$ cat src/rtl/rfdc_pkg.sv
// Shared types and constants for the RFDC calibration-freeze sequencer.
package rfdc_pkg;

    typedef enum logic [1:0] {
        NEVER = 2'd0,
        FORCE = 2'd1,
        AUTO  = 2'd2,
        RSVD  = 2'd3
    } cal_mode_t;

    typedef enum logic [1:0] {
        THAWED      = 2'd0,
        FREEZE_WAIT = 2'd1,
        FROZEN      = 2'd2,
        THAW_WAIT   = 2'd3
    } cal_state_t;

    localparam int TIMEOUT_DEFAULT = 1024;

endpackage

$ cat src/rtl/rfdc_cal_freeze_ctrl_if.sv
// RFDC-side handshake lines: signal detect and frozen acknowledge in, freeze request out.
interface rfdc_cal_freeze_ctrl_if #(
    parameter int NCHAN = 8
);
    logic [NCHAN-1:0] adc_sig_detect;
    logic [NCHAN-1:0] adc_cal_frozen;
    logic [NCHAN-1:0] adc_cal_freeze;

    modport master (
        input  adc_sig_detect,
        input  adc_cal_frozen,
        output adc_cal_freeze
    );

    modport slave (
        output adc_sig_detect,
        output adc_cal_frozen,
        input  adc_cal_freeze
    );
endinterface

$ cat src/rtl/rfdc_cal_freeze_chan.sv
// One channel of the calibration-freeze sequencer: FSM, dwell counter, ack wait counter, sticky error.
//
// state       | meaning
// ------------+----------------------------------------------------------
// THAWED      | calibration running, freeze low, watching for signal loss
// FREEZE_WAIT | freeze high, waiting for frozen ack (or timeout)
// FROZEN      | calibration frozen, watching for signal return / mode
// THAW_WAIT   | freeze low, waiting for frozen ack to drop (or timeout)
module rfdc_cal_freeze_chan
    import rfdc_pkg::*;
#(
    parameter int DWELL_BITS = 16,
    parameter int TIMEOUT    = TIMEOUT_DEFAULT
) (
    input  logic                  aclk,
    input  logic                  aresetn,
    input  cal_mode_t             mode_i,
    input  logic [DWELL_BITS-1:0] freeze_dwell_i,
    input  logic [DWELL_BITS-1:0] thaw_dwell_i,
    input  logic                  err_clr_i,
    input  logic                  sd_i,
    input  logic                  fz_i,
    output logic                  freeze_o,
    output logic                  frozen_o,
    output logic                  busy_o,
    output logic                  err_o
);

    localparam int WAIT_BITS = $clog2(TIMEOUT + 1);

    cal_state_t            state_q, state_d;
    logic [DWELL_BITS-1:0] dwell_q, dwell_d;
    logic [WAIT_BITS-1:0]  wait_q, wait_d;
    logic                  err_q, err_d;

    logic [DWELL_BITS-1:0] fdwell_eff, tdwell_eff, dwell_inc;
    logic                  wait_done;

    assign fdwell_eff = (freeze_dwell_i == '0) ? DWELL_BITS'(1) : freeze_dwell_i;
    assign tdwell_eff = (thaw_dwell_i == '0) ? DWELL_BITS'(1) : thaw_dwell_i;
    assign dwell_inc  = (dwell_q == '1) ? dwell_q : dwell_q + DWELL_BITS'(1);
    // Exit lands exactly TIMEOUT cycles after entry, so compare the pre-increment value.
    assign wait_done  = (wait_q == WAIT_BITS'(TIMEOUT - 1));

    always_comb begin
        state_d = state_q;
        dwell_d = dwell_q;
        wait_d  = wait_q;
        err_d   = err_q & ~err_clr_i;

        unique case (state_q)
            THAWED: begin
                dwell_d = sd_i ? '0 : dwell_inc;
                if (mode_i == FORCE) begin
                    state_d = FREEZE_WAIT;
                end else if (mode_i == AUTO && dwell_q >= fdwell_eff) begin
                    state_d = FREEZE_WAIT;
                end
            end
            FREEZE_WAIT: begin
                wait_d = wait_q + WAIT_BITS'(1);
                if (fz_i) begin
                    state_d = FROZEN;
                end else if (wait_done) begin
                    state_d = FROZEN;
                    err_d   = 1'b1;
                end
            end
            FROZEN: begin
                dwell_d = sd_i ? dwell_inc : '0;
                if (mode_i == NEVER || mode_i == RSVD) begin
                    state_d = THAW_WAIT;
                end else if (mode_i == AUTO && dwell_q >= tdwell_eff) begin
                    state_d = THAW_WAIT;
                end
            end
            THAW_WAIT: begin
                wait_d = wait_q + WAIT_BITS'(1);
                if (!fz_i) begin
                    state_d = THAWED;
                end else if (wait_done) begin
                    state_d = THAWED;
                    err_d   = 1'b1;
                end
            end
        endcase

        if (mode_i != AUTO || state_d != state_q) begin
            dwell_d = '0;
        end
        if (state_d != state_q) begin
            wait_d = '0;
        end
    end

    always_ff @(posedge aclk or negedge aresetn) begin
        if (!aresetn) begin
            state_q <= THAWED;
            dwell_q <= '0;
            wait_q  <= '0;
            err_q   <= 1'b0;
        end else begin
            state_q <= state_d;
            dwell_q <= dwell_d;
            wait_q  <= wait_d;
            err_q   <= err_d;
        end
    end

    assign freeze_o = (state_q == FREEZE_WAIT) || (state_q == FROZEN);
    assign frozen_o = (state_q == FROZEN);
    assign busy_o   = (state_q == FREEZE_WAIT) || (state_q == THAW_WAIT);
    assign err_o    = err_q;

endmodule

$ cat src/rtl/rfdc_cal_freeze_ctrl.sv
// Per-channel calibration-freeze sequencer for the RFDC ADC tiles: input synchronizers
// plus one freeze FSM per channel.
module rfdc_cal_freeze_ctrl
    import rfdc_pkg::*;
#(
    parameter int NCHAN      = 8,
    parameter int DWELL_BITS = 16,
    parameter int TIMEOUT    = TIMEOUT_DEFAULT
) (
    input  logic                    aclk,
    input  logic                    aresetn,
    input  logic [2*NCHAN-1:0]      mode_i,
    input  logic [DWELL_BITS-1:0]   freeze_dwell_i,
    input  logic [DWELL_BITS-1:0]   thaw_dwell_i,
    input  logic                    err_clr_i,
    rfdc_cal_freeze_ctrl_if.master  rfdc,
    output logic [NCHAN-1:0]        frozen_o,
    output logic [NCHAN-1:0]        busy_o,
    output logic [NCHAN-1:0]        timeout_err_o
);

    logic [NCHAN-1:0] sd_meta_q, sd_s_q;
    logic [NCHAN-1:0] fz_meta_q, fz_s_q;
    logic [NCHAN-1:0] freeze_w;

    // Both RFDC status lines are asynchronous to aclk.
    always_ff @(posedge aclk or negedge aresetn) begin
        if (!aresetn) begin
            sd_meta_q <= '0;
            sd_s_q    <= '0;
            fz_meta_q <= '0;
            fz_s_q    <= '0;
        end else begin
            sd_meta_q <= rfdc.adc_sig_detect;
            sd_s_q    <= sd_meta_q;
            fz_meta_q <= rfdc.adc_cal_frozen;
            fz_s_q    <= fz_meta_q;
        end
    end

    for (genvar c = 0; c < NCHAN; c++) begin : g_chan
        rfdc_cal_freeze_chan #(
            .DWELL_BITS (DWELL_BITS),
            .TIMEOUT    (TIMEOUT)
        ) u_chan (
            .aclk           (aclk),
            .aresetn        (aresetn),
            .mode_i         (cal_mode_t'(mode_i[2*c +: 2])),
            .freeze_dwell_i (freeze_dwell_i),
            .thaw_dwell_i   (thaw_dwell_i),
            .err_clr_i      (err_clr_i),
            .sd_i           (sd_s_q[c]),
            .fz_i           (fz_s_q[c]),
            .freeze_o       (freeze_w[c]),
            .frozen_o       (frozen_o[c]),
            .busy_o         (busy_o[c]),
            .err_o          (timeout_err_o[c])
        );
    end

    assign rfdc.adc_cal_freeze = freeze_w;

endmodule

$ cat src/flat_wrapper.sv
// flat-port wrapper written by rule: the top's interface ports become plain ports
module rfdc_cal_freeze_ctrl_flat import rfdc_pkg::*;
#(
    parameter int NCHAN      = 8,
    parameter int DWELL_BITS = 16,
    parameter int TIMEOUT    = TIMEOUT_DEFAULT
)
  (aclk, aresetn, mode_i, freeze_dwell_i, thaw_dwell_i, err_clr_i, frozen_o, busy_o, timeout_err_o, rfdc_adc_sig_detect, rfdc_adc_cal_frozen, rfdc_adc_cal_freeze);
  rfdc_cal_freeze_ctrl_if #(.NCHAN(NCHAN)) rfdc_i ();
  input  logic aclk;
  input  logic aresetn;
  input  logic [2*NCHAN-1:0] mode_i;
  input  logic [DWELL_BITS-1:0] freeze_dwell_i;
  input  logic [DWELL_BITS-1:0] thaw_dwell_i;
  input  logic err_clr_i;
  output logic [NCHAN-1:0] frozen_o;
  output logic [NCHAN-1:0] busy_o;
  output logic [NCHAN-1:0] timeout_err_o;
  input wire logic [$bits(rfdc_i.adc_sig_detect)-1:0] rfdc_adc_sig_detect;
  input wire logic [$bits(rfdc_i.adc_cal_frozen)-1:0] rfdc_adc_cal_frozen;
  output wire logic [$bits(rfdc_i.adc_cal_freeze)-1:0] rfdc_adc_cal_freeze;
  assign rfdc_i.adc_sig_detect = rfdc_adc_sig_detect;
  assign rfdc_i.adc_cal_frozen = rfdc_adc_cal_frozen;
  assign rfdc_adc_cal_freeze = rfdc_i.adc_cal_freeze;
  rfdc_cal_freeze_ctrl #(.NCHAN(NCHAN), .DWELL_BITS(DWELL_BITS), .TIMEOUT(TIMEOUT)) u_core (.aclk(aclk), .aresetn(aresetn), .mode_i(mode_i), .freeze_dwell_i(freeze_dwell_i), .thaw_dwell_i(thaw_dwell_i), .err_clr_i(err_clr_i), .rfdc(rfdc_i), .frozen_o(frozen_o), .busy_o(busy_o), .timeout_err_o(timeout_err_o));
endmodule
$ cat config.mk
export PLATFORM = sky130hd
export DESIGN_NAME = rfdc_cal_freeze_ctrl_flat
export DESIGN_NICKNAME = d
export VERILOG_FILES = /design/src/rtl/rfdc_pkg.sv /design/src/rtl/rfdc_cal_freeze_ctrl_if.sv /design/src/rtl/rfdc_cal_freeze_chan.sv /design/src/rtl/rfdc_cal_freeze_ctrl.sv /design/src/flat_wrapper.sv
export SDC_FILE = /design/constraint.sdc
export NUM_CORES = 1
export LEC_CHECK = 0
export ABC_AREA = 1
export BUFFER_PORTS_ARGS = -buffer_cell sky130_fd_sc_hd__buf_4
export CORE_MARGIN = 2
export CORE_UTILIZATION = 50
export DETAILED_ROUTE_END_ITERATION = 10
export PLACE_DENSITY = 0.67
export SLEW_MARGIN = 20
export SYNTH_ARGS = -nofsm -noshare
export SYNTH_HDL_FRONTEND = slang
export SYNTH_SLANG_ARGS = --single-unit
$ cat constraint.sdc
create_clock -name aclk -period 3.2 [get_ports aclk]
set_clock_uncertainty 0.15 [all_clocks]
set_input_delay 0.16 -clock aclk [delete_from_list [all_inputs] [get_ports aclk]]
set_output_delay 0.16 -clock aclk [all_outputs]
set_load 0.005 [all_outputs]
==> out/metrics.cfg <==
[floorplanning]
die_w_um=215.4
row_count=77
pin_count=99
core-area_mm2=0.04412
dieArea_mm2=0.04641
initial_core_util=0.5065
die-height_um=215.4

[synthesis]
synth_edf_count=0
synth_seq_cells=272
async_flop_share=1.000
ys.flop_type=dfrtp_1
synth-seq-area-share=0.3045
syn_area_mm2=0.02235
synth_area_per_cell_um2=7.467
synth_cells=2993
synthesis.nets=3380
yosysUniqueCellTypes=56
yosysWarningCount=0

[power_and_ir_drop]
power_leakage_nw=12.66
power_w=0.01328
power.density_mw_per_mm2=526.1
peakVddDrop_mv=0.5671

[worst_setup_path]
start_kind=flop
reg2reg_slack_ns=0.53
path_class=flop to flop
worstPathArrival_ns=3.00
cp_max_fo=16
crit_path_end_kind=flop
required_ns=3.52

[sta]
timing.final.hold_violations=0
slew_violations=0
fin_hold_ws_ns=0.03486
min_period_over_period=0.8350
fin_ws_ns=0.5282
fmax_mhz=374.3
slew_headroom=0.3893
setup-tns-final_ns=0
setup_viol=0
fin_crit_ns=2.672
worst_slew_pin_slew_ns=0.9150
rsz0062_at_grt=false

[detailed_routing]
detail-route-antenna-nets=0
drt-initial-drc-count=1291
vias=20302
drc=0
firstDrtPassIters=5
drt_wl_total_um=59330
wire_per_inst_um=15.79
via_per_inst=5.404

[placement]
dpl.hpwl_um=42500
port_buffers=98
dpl_worst_slack_ns=0.2241
gp_congestion=0.9062

[finish]
drive_gt1_frac=0.1024
fillers=4138
antenna_cells=0
final_cell_mix=608 x nand2_1, 409 x inv_1, 381 x nor2_1
multi_input_area_mm2=0.01355
layout-area-overhead-vs-synth_pct=12.93
layout.nets=3527
post-route-util=0.5720
final_common_cell=nand2_1
area.sequential_mm2=0.006807

[clock_tree]
post_cts_buffers=0
ctsRootBufferMaster=clkbuf_16
h-tree-depth=2
cts.sinks=272
tritoncts=yes
clk_path_buf_depth=3
clkTransAtPathRegs_ns=0.06
cts_made_buffers=34
clk_latency_ns=0.55

[global_routing]
gr-usage-all-layers=0.2570
grt_pass1_vias=19767
antenna_found_initial=0
grt-ovfl-total=0
grt_max_degree=90
grt_first_pass_wirelength_um=97330

[outcome]
status=finished clean

[min_path]
hold_class=input pin to asynchronous set/reset pin

[run]
cap_violations=0

==> path summary, 6_finish.rpt <==
path / start / endpoint / depth (start not counted)
setup / recovery: u_core.g_chan[2].u_chan.dwell_q[7]$_DFFE_PN0P_ / u_core.g_chan[2].u_chan.dwell_q[15]$_DFFE_PN0P_ / 18
hold / removal: aresetn / u_core.g_chan[2].u_chan.state_q[0]$_DFF_PN0_ / 2
setup reg to reg: u_core.g_chan[2].u_chan.dwell_q[7]$_DFFE_PN0P_ / u_core.g_chan[2].u_chan.dwell_q[15]$_DFFE_PN0P_ / 18
hold reg to reg: u_core.fz_meta_q[5]$_DFF_PN0_ / u_core.fz_s_q[5]$_DFF_PN0_ / 0
max in group asynchronous: aresetn / u_core.g_chan[1].u_chan.wait_q[0]$_DFFE_PN0P_ / 3
min in group aclk: mode_i[1] / u_core.g_chan[0].u_chan.state_q[0]$_DFF_PN0_ / 8
==> Yosys cell counts (7+ instances only) <==
cell        n  area share
mux2i_1     7      0.0031
o211ai_1   15      0.0050
buf_2      10      0.0022
nand3b_1    7      0.0024
o21ai_0   114       0.026
nand2_2    18      0.0050
o21a_1      9      0.0030
buf_4      32       0.011
dfrtp_1   272        0.30
xor2_1     80       0.031
ha_1      320        0.18
nor4_1     16      0.0045
nor3_1     53       0.012
nor2_1    381       0.064
nand2_1   608        0.10
nor3_2     16      0.0072
a22oi_1    15      0.0050
nor2_2     46       0.013
o21bai_1   18      0.0060
xnor2_1    26       0.010
inv_1     409       0.069
nand3_1   179       0.040
nand3_2    10      0.0045
clkbuf_1   10      0.0017
inv_2      14      0.0024
a21oi_1   170       0.038
nand4_1    55       0.015
==> critical path: stages (launching register included) <==
cell and delay, ns:
dfrtp_1 0.58, ha_1 0.32, nand2_1 0.07, inv_1 0.05, nand2_1 0.08, nand2_1 0.06, nor2_1 0.09, nand2_1 0.06
nand3_1 0.07, nand2_1 0.08, nand2_1 0.07, nand2_1 0.05, nand2_1 0.05, nand2_1 0.06, nand2_1 0.09, nand2_1 0.06
nand2_1 0.10, nand3_2 0.29, nor2_1 0.20
==> cells by family (layout without fill, tap and decap cells) <==
family,after synthesis,count (layout),synth area share
AOI/OAI and AO/OA,383,383,0.09674
xor gates and xnor gates,106,106,0.04154
adders and majority gates,320,320,0.1791
buffers and inverters,483,655,0.08907
DFF,272,272,0.3045
muxes,7,7,0.003135
and+or+nand+nor,1422,1422,0.2858
==> layer usage <==
metal,vias up,GRT usage,share of wire
li1,10102,-,-
met1,9462,0.3287,0.44
met2,572,0.4287,0.46
met3,166,0.04087,0.057
met4,0,0.1159,0.042
met5,-,0,0
==> area by class of cell <==
cell class                      instances  share of cell area
Timing Repair Buffer                  169             0.05453
Multi-Input combinational cell       2238              0.5370
Sequential cell                       272              0.2697
Inverter                              425             0.06320
Clock buffer                           48             0.04030
Clock inverter                         13            0.005998
Tap cell                              592             0.02935
==> report_power, final <==
part	internal (W)	leakage, nW	switching [W]
combinational	0.00170	8.40	0.00369
sequential	0.00362	3.69	0.000218
clock	0.00247	0.570	0.00158
total	0.00779	12.7	0.00549
==> state kept, by name, summed over array words and instances, names as in the netlist <==
register	count
u_core.fz_s_q	8
u_core.g_chan.u_chan.wait_q	88
u_core.g_chan.u_chan.err_o	8
u_core.sd_s_q	8
u_core.g_chan.u_chan.dwell_q	128
u_core.g_chan.u_chan.state_q	16
u_core.fz_meta_q	8
u_core.sd_meta_q	8
==> what timing repair did <==
item,4_1_cts,5_1_grt
resized for setup,0,0
hold endpoints to repair,131,0
hold buffers,30,0
setup endpoints to repair,0,0
==> metrics by stage <==
stage,instances,instance area [µm²]
after floorplan,2993,22350
after global placement,3666,23770
after detailed placement,3666,23770
after CTS,3757,25240
after global routing,3757,25240
final,3757,25240
Note: power is estimated with default switching activity, not from simulation.
